**config.mk**
```make
export PLATFORM = sky130hd
export DESIGN_NAME = tour_logic_flat
export DESIGN_NICKNAME = d
export VERILOG_FILES = /design/src/rtl/tour_if.sv /design/src/rtl/tour_logic.sv /design/src/flat_wrapper.sv
export SDC_FILE = /design/constraint.sdc
export NUM_CORES = 1
export LEC_CHECK = 0
export CORE_MARGIN = 8
export CORE_UTILIZATION = 45
export CTS_BUF_LIST = sky130_fd_sc_hd__clkbuf_8
export DETAILED_ROUTE_END_ITERATION = 10
export SETUP_SLACK_MARGIN = 0.2
export SLEW_MARGIN = 40
export SYNTH_ARGS = -nofsm -noshare
export SYNTH_HDL_FRONTEND = slang
export SYNTH_SLANG_ARGS = --single-unit
```
**constraint.sdc**
```tcl
create_clock -name clk -period 6.32 [get_ports clk]
set_input_delay 0.632 -clock clk [delete_from_list [all_inputs] [get_ports clk]]
set_output_delay 0.632 -clock clk [all_outputs]
set_load 0.01 [all_outputs]
```
**src/rtl/tour_if.sv**
```systemverilog
// Command and readback bundle between the front end, the tour solver and the sequencer.
interface tour_if;
    logic [2:0] x_start;
    logic [2:0] y_start;
    logic       go;
    logic       done;
    logic [4:0] indx;
    logic [7:0] move;

    modport master (output x_start, y_start, go, indx, input done, move);
    modport slave  (input x_start, y_start, go, indx, output done, move);
endinterface

```
**src/rtl/tour_logic.sv**
```systemverilog
// Knight's-tour solver for a 5x5 board: deterministic lowest-bit-first depth-first backtracking.
// The finished 24-move tour is read back by index as one-hot move codes.
module tour_logic (
    input  logic  clk,
    input  logic  rst_n,
    tour_if.slave bus
);
    typedef enum logic [2:0] {StIdle, StInit, StPossible, StMakeMove, StBackup} state_e;

    state_e     state_q, state_d;
    logic [4:0] board [5][5];
    logic [7:0] last_move [24];
    logic [7:0] poss_moves [24];
    logic [2:0] cur_x_q, cur_x_d, cur_y_q, cur_y_d;
    logic [4:0] move_num_q, move_num_d;
    logic [2:0] try_q, try_d;
    logic       done_q, done_d;

    logic       update_position;
    logic       board_we, board_clr, lm_we, pm_we;
    logic [2:0] wr_x, wr_y;
    logic [4:0] wr_val;
    logic [7:0] lm_val, poss, avail, prev_mv;
    logic [2:0] pick, prev_k;

    // Offsets are 3-bit two's complement so coordinates wrap and range-check cheaply.
    function automatic logic [2:0] dx_of(input logic [2:0] k);
        logic [2:0] d;
        case (k)
            3'd0, 3'd5: d = 3'b001;
            3'd1, 3'd4: d = 3'b111;
            3'd2, 3'd3: d = 3'b110;
            default:    d = 3'b010;
        endcase
        return d;
    endfunction

    function automatic logic [2:0] dy_of(input logic [2:0] k);
        logic [2:0] d;
        case (k)
            3'd0, 3'd1: d = 3'b010;
            3'd2, 3'd7: d = 3'b001;
            3'd3, 3'd6: d = 3'b111;
            default:    d = 3'b110;
        endcase
        return d;
    endfunction

    function automatic logic in_range(input logic [2:0] c, input logic [2:0] d);
        logic [4:0] s;
        s = {2'b00, c} + {{2{d[2]}}, d};
        return s <= 5'd4;
    endfunction

    always_comb begin
        poss = '0;
        for (int k = 0; k < 8; k++) begin
            if (in_range(cur_x_q, dx_of(3'(k))) && in_range(cur_y_q, dy_of(3'(k)))) begin
                if (board[cur_x_q + dx_of(3'(k))][cur_y_q + dy_of(3'(k))] == 5'd0) poss[k] = 1'b1;
            end
        end
    end

    always_comb begin
        state_d         = state_q;
        cur_x_d         = cur_x_q;
        cur_y_d         = cur_y_q;
        move_num_d      = move_num_q;
        try_d           = try_q;
        done_d          = done_q;
        update_position = 1'b0;
        board_we        = 1'b0;
        board_clr       = 1'b0;
        lm_we           = 1'b0;
        pm_we           = 1'b0;
        lm_val          = '0;
        wr_x            = cur_x_q;
        wr_y            = cur_y_q;
        wr_val          = '0;
        avail           = '0;
        pick            = '0;
        prev_mv         = '0;
        prev_k          = '0;
        unique case (state_q)
            StIdle: begin
                if (bus.go) begin
                    done_d  = 1'b0;
                    state_d = StInit;
                end
            end
            StInit: begin
                if (bus.x_start > 3'd4 || bus.y_start > 3'd4) begin
                    state_d = StIdle;
                end else begin
                    board_clr  = 1'b1;
                    board_we   = 1'b1;
                    wr_x       = bus.x_start;
                    wr_y       = bus.y_start;
                    wr_val     = 5'd1;
                    cur_x_d    = bus.x_start;
                    cur_y_d    = bus.y_start;
                    move_num_d = '0;
                    state_d    = StPossible;
                end
            end
            StPossible: begin
                pm_we   = 1'b1;
                try_d   = '0;
                state_d = StMakeMove;
            end
            StMakeMove: begin
                avail = poss_moves[move_num_q] & (8'hFF << try_q);
                for (int k = 7; k >= 0; k--) begin
                    if (avail[k]) pick = 3'(k);
                end
                if (avail != 8'h00) begin
                    lm_we           = 1'b1;
                    lm_val          = 8'b1 << pick;
                    cur_x_d         = cur_x_q + dx_of(pick);
                    cur_y_d         = cur_y_q + dy_of(pick);
                    board_we        = 1'b1;
                    update_position = 1'b1;
                    wr_x            = cur_x_d;
                    wr_y            = cur_y_d;
                    wr_val          = move_num_q + 5'd2;
                    move_num_d      = move_num_q + 5'd1;
                    if (move_num_q == 5'd23) begin
                        done_d  = 1'b1;
                        state_d = StIdle;
                    end else begin
                        state_d = StPossible;
                    end
                end else begin
                    state_d = StBackup;
                end
            end
            StBackup: begin
                if (move_num_q == 5'd0) begin
                    state_d = StIdle;
                end else begin
                    prev_mv = last_move[move_num_q - 5'd1];
                    for (int k = 0; k < 8; k++) begin
                        if (prev_mv[k]) prev_k = 3'(k);
                    end
                    move_num_d      = move_num_q - 5'd1;
                    board_we        = 1'b1;
                    update_position = 1'b1;
                    cur_x_d         = cur_x_q - dx_of(prev_k);
                    cur_y_d         = cur_y_q - dy_of(prev_k);
                    // Exhausted all eight options at the parent level: keep unwinding.
                    if (prev_k == 3'd7) begin
                        state_d = StBackup;
                    end else begin
                        try_d   = prev_k + 3'd1;
                        state_d = StMakeMove;
                    end
                end
            end
            default: state_d = StIdle;
        endcase
    end

    always_ff @(posedge clk or negedge rst_n) begin
        if (!rst_n) begin
            state_q    <= StIdle;
            cur_x_q    <= '0;
            cur_y_q    <= '0;
            move_num_q <= '0;
            try_q      <= '0;
            done_q     <= 1'b0;
            for (int i = 0; i < 5; i++) begin
                for (int j = 0; j < 5; j++) board[i][j] <= '0;
            end
            for (int i = 0; i < 24; i++) begin
                last_move[i]  <= '0;
                poss_moves[i] <= '0;
            end
        end else begin
            state_q    <= state_d;
            cur_x_q    <= cur_x_d;
            cur_y_q    <= cur_y_d;
            move_num_q <= move_num_d;
            try_q      <= try_d;
            done_q     <= done_d;
            if (board_clr) begin
                for (int i = 0; i < 5; i++) begin
                    for (int j = 0; j < 5; j++) board[i][j] <= '0;
                end
            end
            if (board_we) board[wr_x][wr_y] <= wr_val;
            if (lm_we) last_move[move_num_q] <= lm_val;
            if (pm_we) poss_moves[move_num_q] <= poss;
        end
    end

    assign bus.done = done_q;
    assign bus.move = (bus.indx < 5'd24) ? last_move[bus.indx] : 8'h00;
endmodule

```
**src/flat_wrapper.sv**
```systemverilog
// flat-port wrapper written by rule: the top's interface ports become plain ports
module tour_logic_flat 
  (clk, rst_n, bus_x_start, bus_y_start, bus_go, bus_indx, bus_done, bus_move);
  tour_if bus_i ();
  input  logic clk;
  input  logic rst_n;
  input wire logic [$bits(bus_i.x_start)-1:0] bus_x_start;
  input wire logic [$bits(bus_i.y_start)-1:0] bus_y_start;
  input wire logic [$bits(bus_i.go)-1:0] bus_go;
  input wire logic [$bits(bus_i.indx)-1:0] bus_indx;
  output wire logic [$bits(bus_i.done)-1:0] bus_done;
  output wire logic [$bits(bus_i.move)-1:0] bus_move;
  assign bus_i.x_start = bus_x_start;
  assign bus_i.y_start = bus_y_start;
  assign bus_i.go = bus_go;
  assign bus_i.indx = bus_indx;
  assign bus_done = bus_i.done;
  assign bus_move = bus_i.move;
  tour_logic u_core (.clk(clk), .rst_n(rst_n), .bus(bus_i));
endmodule
```
=== Yosys cells after proc, flatten, opt, wreduce, memory -nomap -nowiden ===
Index checks and enable logic that the tools add are counted.
Widths: inputs -> output; s select.

* Add/sub/neg operators: 32
* $mul: 0
* Divide/modulo/power cells: 0
* $lt $le $gt $ge: 35
* Eq/ne operators: 25
* Shifts and indexed selects: 2
* Mux-type cells: 171
* Bitwise operators: 22
* Reductions and logical operators: 44

{| class="wikitable"
|+ Operators with widths
! kind !! number
|-
| $bmux 25 s3 || 8
|-
| $mux 25 || 17
|-
| $bwmux 192 || 2
|-
| $mux 125 || 2
|-
| $mux 3 || 51
|-
| $bwmux 125 || 1
|-
| $bmux 5 s3 || 8
|-
| $bmux 8 s5 || 3
|-
| $mux 5 || 21
|-
| $mux 8 || 10
|-
| $demux 25 s3 || 1
|-
| $ge 4x4->1 const B || 18
|-
| $not 3->4 || 18
|-
| $add 3x3->3 || 18
|-
| $pmux 3 s3 || 6
|-
| $logic_not 5->1 || 9
|-
| $demux 8 s5 || 1
|-
| $le 5x3->1 const B || 7
|-
| $eq 3x3->1 const B || 9
|-
| $mux 1 || 27
|-
| $reduce_or 2->1 || 12
|-
| $eq 3x2->1 const B || 6
|-
| $ge 6x6->1 const B || 3
|-
| $not 5->6 || 3
|-
| 38 further kinds || 70
|}

* Register bits after elaboration: 527
* Bits in latches: 0
* RAM bits: 0
* ROM bits: 0
* Word-level logic and storage cells: 410
* Memories kept: 0

=== Logic depth before layout (Yosys ltp) ===
* Depth after elaboration: 31
* Mapped depth: 29
* Depth with buffers taken out: 22

=== Least setup slack after synthesis ===
No wires, ideal clock.

* Kind: register to register
* From: reg u_core.move_num_q[1]
* To: reg u_core.cur_y_q[2]
* Setup time: 0.134 ns
* Arrival time: 5.616 ns
* Slack: 0.570 ns
* Cell stages (with the launch flop): 25
* Buffers on the path: 6
* Period minus slack after synthesis: 5.750 ns
* Cells stage by stage: dfrtp_1 buf_6 buf_6 buf_4 buf_4 inv_1 ha_1 clkbuf_1 clkbuf_1 mux4_2 mux4_2 a22oi_1 o21ai_0 a211oi_1 a21o_1 nor2_1 o32a_1 ha_1 or2_2 ha_1 fa_1 xnor2_1 xnor2_1 a221oi_1 o21ai_0

* Word-level cells in the longest chain between the ends: 22
* Elaborated cells between the ends (all ways): 61
* Those cells by class: add/sub: 3; eq/ne: 11; mux: 33; bitwise: 3; reduce/logical: 11

{| class="wikitable"
|+ RTL lines
! element !! line !! RTL
|-
| start: declaration || tour_logic.sv:15 || <nowiki>logic [4:0] move_num_q, move_num_d;</nowiki>
|-
| start signal: assignment || tour_logic.sv:182 || <nowiki>move_num_q <= move_num_d;</nowiki>
|-
| $sub 5x1->5 or $not 5->6 (tied branches) || tour_logic.sv:141, tour_logic.sv:112 ||
|-
| $not 5->6 (not written as such) or $bmux 8 s5 (tied branches) || tour_logic.sv:141, tour_logic.sv:112 ||
|-
| $bmux 8 s5 or $mux 8 (tied branches) || tour_logic.sv:141, tour_logic.sv:112 ||
|-
| $mux 8, on equally long branches || tour_logic.sv:141, tour_logic.sv:112 ||
|-
| $mux 8 (not written as such) or $and 8x8->8 (tied branches) || tour_logic.sv:141, tour_logic.sv:112 ||
|-
| $mux 1 or $mux 3 (tied branches) || tour_logic.sv:143, tour_logic.sv:114 ||
|-
| $mux 2 or $mux 3 (tied branches) (2 in series) || tour_logic.sv:143, tour_logic.sv:114 ||
|-
| $mux 3, on equally long branches (4 in series) || tour_logic.sv:143, tour_logic.sv:114 ||
|-
| [2 not listed] || n/a ||
|-
| $eq 3x2->1, or another cell as far along || tour_logic.sv:40 || <nowiki>case (k)</nowiki>
|-
| $reduce_or 2->1 || tour_logic.sv:40 ||
|-
| $pmux 3 s3 || tour_logic.sv:40 ||
|-
| $mux 3, on equally long branches || tour_logic.sv:138, tour_logic.sv:116 ||
|-
| $mux 3 || tour_logic.sv:84 || <nowiki>unique case (state_q)</nowiki>
|-
| $sub 3x3->3 or $add 3x3->3 (tied branches) || tour_logic.sv:149, tour_logic.sv:120 ||
|-
| $mux 3, on equally long branches || n/a ||
|-
| $pmux 3 s3 || tour_logic.sv:84 ||
|-
| end signal: assignment || tour_logic.sv:181 || <nowiki>cur_y_q <= cur_y_d;</nowiki>
|-
| end: declaration || tour_logic.sv:14 || <nowiki>logic [2:0] cur_x_q, cur_x_d, cur_y_q, cur_y_d;</nowiki>
|}

Several ways; a longest one is shown, not always the timed one. The select of a mux whose other input is x is not followed.
A chain may end at the register's enable or synchronous reset.

=== Final worst setup path ===
* From: reg u_core.move_num_q[1]
* To: reg u_core.board[32] in the netlist's numbering

* Word-level cells in the longest chain between the ends: 31
* Elaborated cells between the ends (all ways): 62
* Those cells by class: add/sub: 3; order compare: 4; eq/ne: 7; mux: 33; bitwise: 4; reduce/logical: 11

{| class="wikitable"
|+ RTL lines
! element !! line !! RTL
|-
| $not 5->6 (not written as such) || tour_logic.sv:112 || <nowiki>avail = poss_moves[move_num_q] & (8'hFF << try_q);</nowiki>
|-
| $bmux 8 s5 || tour_logic.sv:112 ||
|-
| $mux 8 (not written as such) (2 in series) || tour_logic.sv:112 ||
|-
| $and 8x8->8 || tour_logic.sv:112 ||
|-
| $mux 3 (8 in series) || tour_logic.sv:114 || <nowiki>if (avail[k]) pick = 3'(k);</nowiki>
|-
| $mux 3 || tour_logic.sv:84 ||
|-
| $eq 3x2->1, or another cell as far along || tour_logic.sv:29, tour_logic.sv:40 ||
|-
| $reduce_or 2->1 || tour_logic.sv:40 ||
|-
| [7 not listed] || n/a ||
|-
| $ge 4x4->1 (not written as such) or $lt 4x1->1 (tied branches) || tour_logic.sv:190 || <nowiki>if (board_we) board[wr_x][wr_y] <= wr_val;</nowiki>
|-
| $logic_and 1x1->1 (not written as such) || tour_logic.sv:190 ||
|-
| $mux 5 (not written as such) || tour_logic.sv:190 ||
|-
| $demux 5 s3 || tour_logic.sv:190 ||
|-
| $mux 25 (not written as such) || tour_logic.sv:190 ||
|-
| $demux 25 s3 || tour_logic.sv:190 ||
|-
| $bwmux 125 || tour_logic.sv:190 ||
|-
| $mux 125 (*) || tour_logic.sv:190 ||
|-
| end signal: indexed assignment || tour_logic.sv:190 ||
|-
| end: declaration || tour_logic.sv:11 || <nowiki>logic [4:0] board [5][5];</nowiki>
|}

Mark *: on every way between the ends. The rest lies on a longest branch, timed or not. The select of a mux whose other input is x is not followed.

==> qor.csv <==
stage,metric,value,unit
drt,DRT iter0 DRCs,1885,
worst_setup_path,Crit Path Max Fanout,16,
placed_design,Port Buffers,22,
run,MaxCap Viol Count,0,
floorplanning,Initial Util,0.456,
sta,# setup viols final,0,
grt,number of global-route vias before repair,20630,
drt,via count,19978,
final_layout,"non-filler cells, final",3267,
clock_tree,CTS tree,built,
sta,final hold vios,0,
floorplanning,# IOs,23,
sta,Rel. slew slack,0.460,
synthesis,count of different cell masters after synthesis,92,
sta,hold slack,0.432,ns
sta,Max Slew Vio Count,0,
final_layout,end-of-flow core utilization,0.509,
clock_tree,Resize count post-CTS,0,
synthesis,multiplexer share of the synthesized area,0.274,
synthesis,Synth Area in Compound Gates,0.0948,
sta,Final min period,5.78,ns
drt,met2 WL post-DR,37.3,mm
power,Power Density,482,nW/um^2
sta,unrepaired setup endpoints after global routing,no,
outcome,status,finished clean,
floorplanning,Die ar.,70900,sq um
clock_tree,clk sinks,527,
placed_design,RePlAce Congestion,0.870,
worst_setup_path,critical path arrival,6.37,ns
worst_setup_path,critical path data required time,6.92,ns
power,P_leak,14.1,nW
grt,initial antenna violation count,1,
drt,met1 wire length,33.7,mm
worst_setup_path,crit path launch type,register,
floorplanning,Die X,266,microns
synthesis,XOR/XNOR Fraction of Synth Area,0.00612,
synthesis,area share of the largest cell type after synthesis,0.468,
sta,Layout Skew,0.0751,ns
synthesis,largest family of logic cells by synthesized area,multiplexers,
worst_setup_path,FF-to-FF End,u_core.board[32]$_DFF_PN0_,
drt,final wirelength,78.0,mm
placed_design,Placed Instances,3097,
grt,largest net degree at the start of global routing,95,
worst_setup_path,R2R Path Start,u_core.move_num_q[1]$_DFFE_PN0P_,
grt,Total GRT Usage,0.220,
synthesis,top area cells in the synthesized netlist,"dfrtp_1 47%, mux4_2 10%, mux2_2 10%",
clock_tree,htree depth,3,
floorplanning,Core Box Area,61800,sq um
worst_setup_path,worst reg-to-reg setup slack,0.54,ns
synthesis,syn_nets,2394,
grt,GR Overflow Total,0,
synthesis,synthesized instance count,2340,
synthesis,Seq cells post-synth,527,
clock_tree,clock latency on the worst-skew pair,0.72,ns
drt,# DRC,0,
worst_setup_path,Setup CP Type,reg -> reg,
drt,routed wl met3,4.81,mm
sta,setup TNS,0,ns
clock_tree,Clock Pin Slew Worst Setup and Hold Paths,0.06,ns
clock_tree,CTS Buf Count,91,
final_layout,ratio of cells with drive above 1 in the final layout,0.274,
drt,DR top layer,met4,
final_layout,area grow syn2layout,11.7,%
synthesis,Post-Synthesis Cell Area,28200,sq um
synthesis,Avg Inst Size Synth,12.1,sq um
drt,DR WL/cell,23.9,microns
drt,Routed Antenna Nets,0,
synthesis,area share of fa/ha/maj cells after synthesis,0.0188,
min_path,HP Class,in -> async,
synthesis,leading area contributor after synthesis,dfrtp_1,
placed_design,DP Wirelength,52.2,mm
synthesis,"Warnings, synthesis",0,
clock_tree,Max Buffers Root-to-Sink,3,
power,Worst IR Drop VDD,0.459,mV
synthesis,"EDFF count, synth",0,
drt,Vias/cell,6.12,
grt,first-pass GRT wire length,123,mm
synthesis,register area share after synthesis,0.468,
synthesis,post-synthesis simple-gate area fraction,0.108,
worst_setup_path,R2R depth,18,
final_layout,Final nets,2414,
synthesis,Synth async-reset ratio,1.00,
drt,drt pass-1 iters,5,
clock_tree,CTS Root Cell,clkbuf_8,
sta,Least-Margin Pin Slew,0.810,ns
sta,crit share post-route,0.914,
synthesis,Post-synth top flop,dfrtp_1,
worst_setup_path,Worst Setup End Kind,register,
sta,Max Clock Freq,173,MHz
floorplanning,row count,91,
floorplanning,height of the die,266,microns
-- stage by stage --
| stage | area (sq um) | power (W) | worst slack (ns) |
|---|---|---|---|
| after CTS | 31400 | 0.0150 | 0.449 |
| after global routing | 31500 | 0.0160 | 0.208 |
| after detailed placement | 29600 | 0.0118 | 0.480 |
| after floorplan | 28200 | 0.00937 | 0.570 |
| final | 31500 | 0.0152 | 0.542 |
| after global placement | 29400 | 0.0116 | 0.632 |
-- flip-flops by register name, indices dropped and copies added (netlist names) --
register / count
u_core.last_move: 192
u_core.poss_moves: 192
u_core.board: 125
u_core.move_num_q: 5
u_core.cur_x_q: 3
u_core.cur_y_q: 3
u_core.state_q: 3
u_core.try_q: 3
u_core.bus.done: 1
-- how the worst max path moves through the flow --
stage | startpoint | to | slack [ns]
2_1_floorplan | u_core.move_num_q[1]$_DFFE_PN0P_ | u_core.cur_y_q[2]$_DFFE_PN0P_ | 0.57
3_3_place_gp | u_core.move_num_q[1]$_DFFE_PN0P_ | u_core.board[77]$_DFF_PN0_ | 0.63
3_5_place_dp | u_core.move_num_q[1]$_DFFE_PN0P_ | u_core.board[53]$_DFF_PN0_ | 0.48
4_1_cts | u_core.move_num_q[1]$_DFFE_PN0P_ | u_core.board[53]$_DFF_PN0_ | 0.45
5_1_grt | u_core.move_num_q[0]$_DFFE_PN0P_ | u_core.cur_y_q[2]$_DFFE_PN0P_ | 0.21
6_report | u_core.move_num_q[1]$_DFFE_PN0P_ | u_core.board[32]$_DFF_PN0_ | 0.54
-- report_power, final --
group	leakage [nW]	internal, W	switching (W)	total [W]
registers	7.32	0.00375	0.000339	0.00409
clock network	1.07	0.00172	0.00145	0.00316
logic	5.73	0.00284	0.00509	0.00793
total	14.1	0.00831	0.00687	0.0152
-- cells by family (layout without fill, tap and decap cells) --
group / after synthesis / after routing
adders and majority gates: 40 / 40
buffers and inverters: 203 / 292
xor gates and xnor gates: 18 / 18
and+or+nand+nor: 605 / 605
muxes: 575 / 575
AOI/OAI and AO/OA: 372 / 372
other: 0 / 1
DFF: 527 / 527
-- timing repair --
item                       CTS  global route
setup endpoints to repair    0            14
hold endpoints to repair    37             0
setup buffers                0             5
hold buffers                 1             0
-- worst max-delay path, cell delays in order, from the launching register on --
cell	delay [ns]
dfrtp_4	0.60
buf_4	0.30
mux2_4	0.33
a222oi_1	0.42
o2111ai_1	0.34
a21oi_2	0.38
nand2b_1	0.13
a21o_1	0.21
nand2_1	0.21
inv_1	0.19
ha_1	0.26
fa_1	0.44
xor2_2	0.20
xnor2_2	0.18
mux2i_4	0.28
buf_4	0.21
buf_12	0.17
nor4_4	0.55
mux2i_1	0.25
-- Yosys cell counts, types with 9 or more instances --
cell type  count
or4_1         14
ha_1          36
a32o_1        12
a22oi_1       11
nor4_1        14
nand3_1       19
buf_1         22
buf_6         10
nor2_1       100
o22ai_1       26
o31ai_1       50
clkbuf_1     117
a21oi_1       56
xnor2_1       11
o21ai_0       57
nor3_1        32
nand2_1      336
dfrtp_1      527
nand2b_1      12
a211oi_1      11
a21o_1         9
mux2i_1      183
mux4_2       130
and2_1        11
buf_2         15
a22o_1        64
mux2_2       256
nor4_4        16
inv_1         27
a221oi_1      10
-- final cells by class --
| cell class | count | area (sq um) |
|---|---|---|
| fill | 5338 | 30300 |
| multi-input combinational | 1610 | 14300 |
| sequential | 527 | 13200 |
| clock buffer | 119 | 1640 |
| tap | 837 | 1050 |
| timing repair buffer | 99 | 993 |
| clock inverter | 43 | 218 |
| inverter | 31 | 116 |
| antenna | 1 | 2.50 |
-- layout by cell type, fill, tap and decap left out, types with 61 or more instances in the layout --
| cell type | n |
|---|---|
| dfrtp_1 | 525 |
| nand2_1 | 335 |
| mux2_2 | 256 |
| mux2i_1 | 182 |
| mux4_2 | 130 |
| clkbuf_8 | 119 |
| nor2_1 | 97 |
| a22o_1 | 64 |
| buf_4 | 61 |
-- metal layers --
layer | GRT usage | vias up
li1 | - | 8744
met1 | 0.297 | 10384
met2 | 0.354 | 701
met3 | 0.0406 | 149
met4 | 0.0801 | 0
met5 | 0 | -
(Power assumes the default switching activity.)
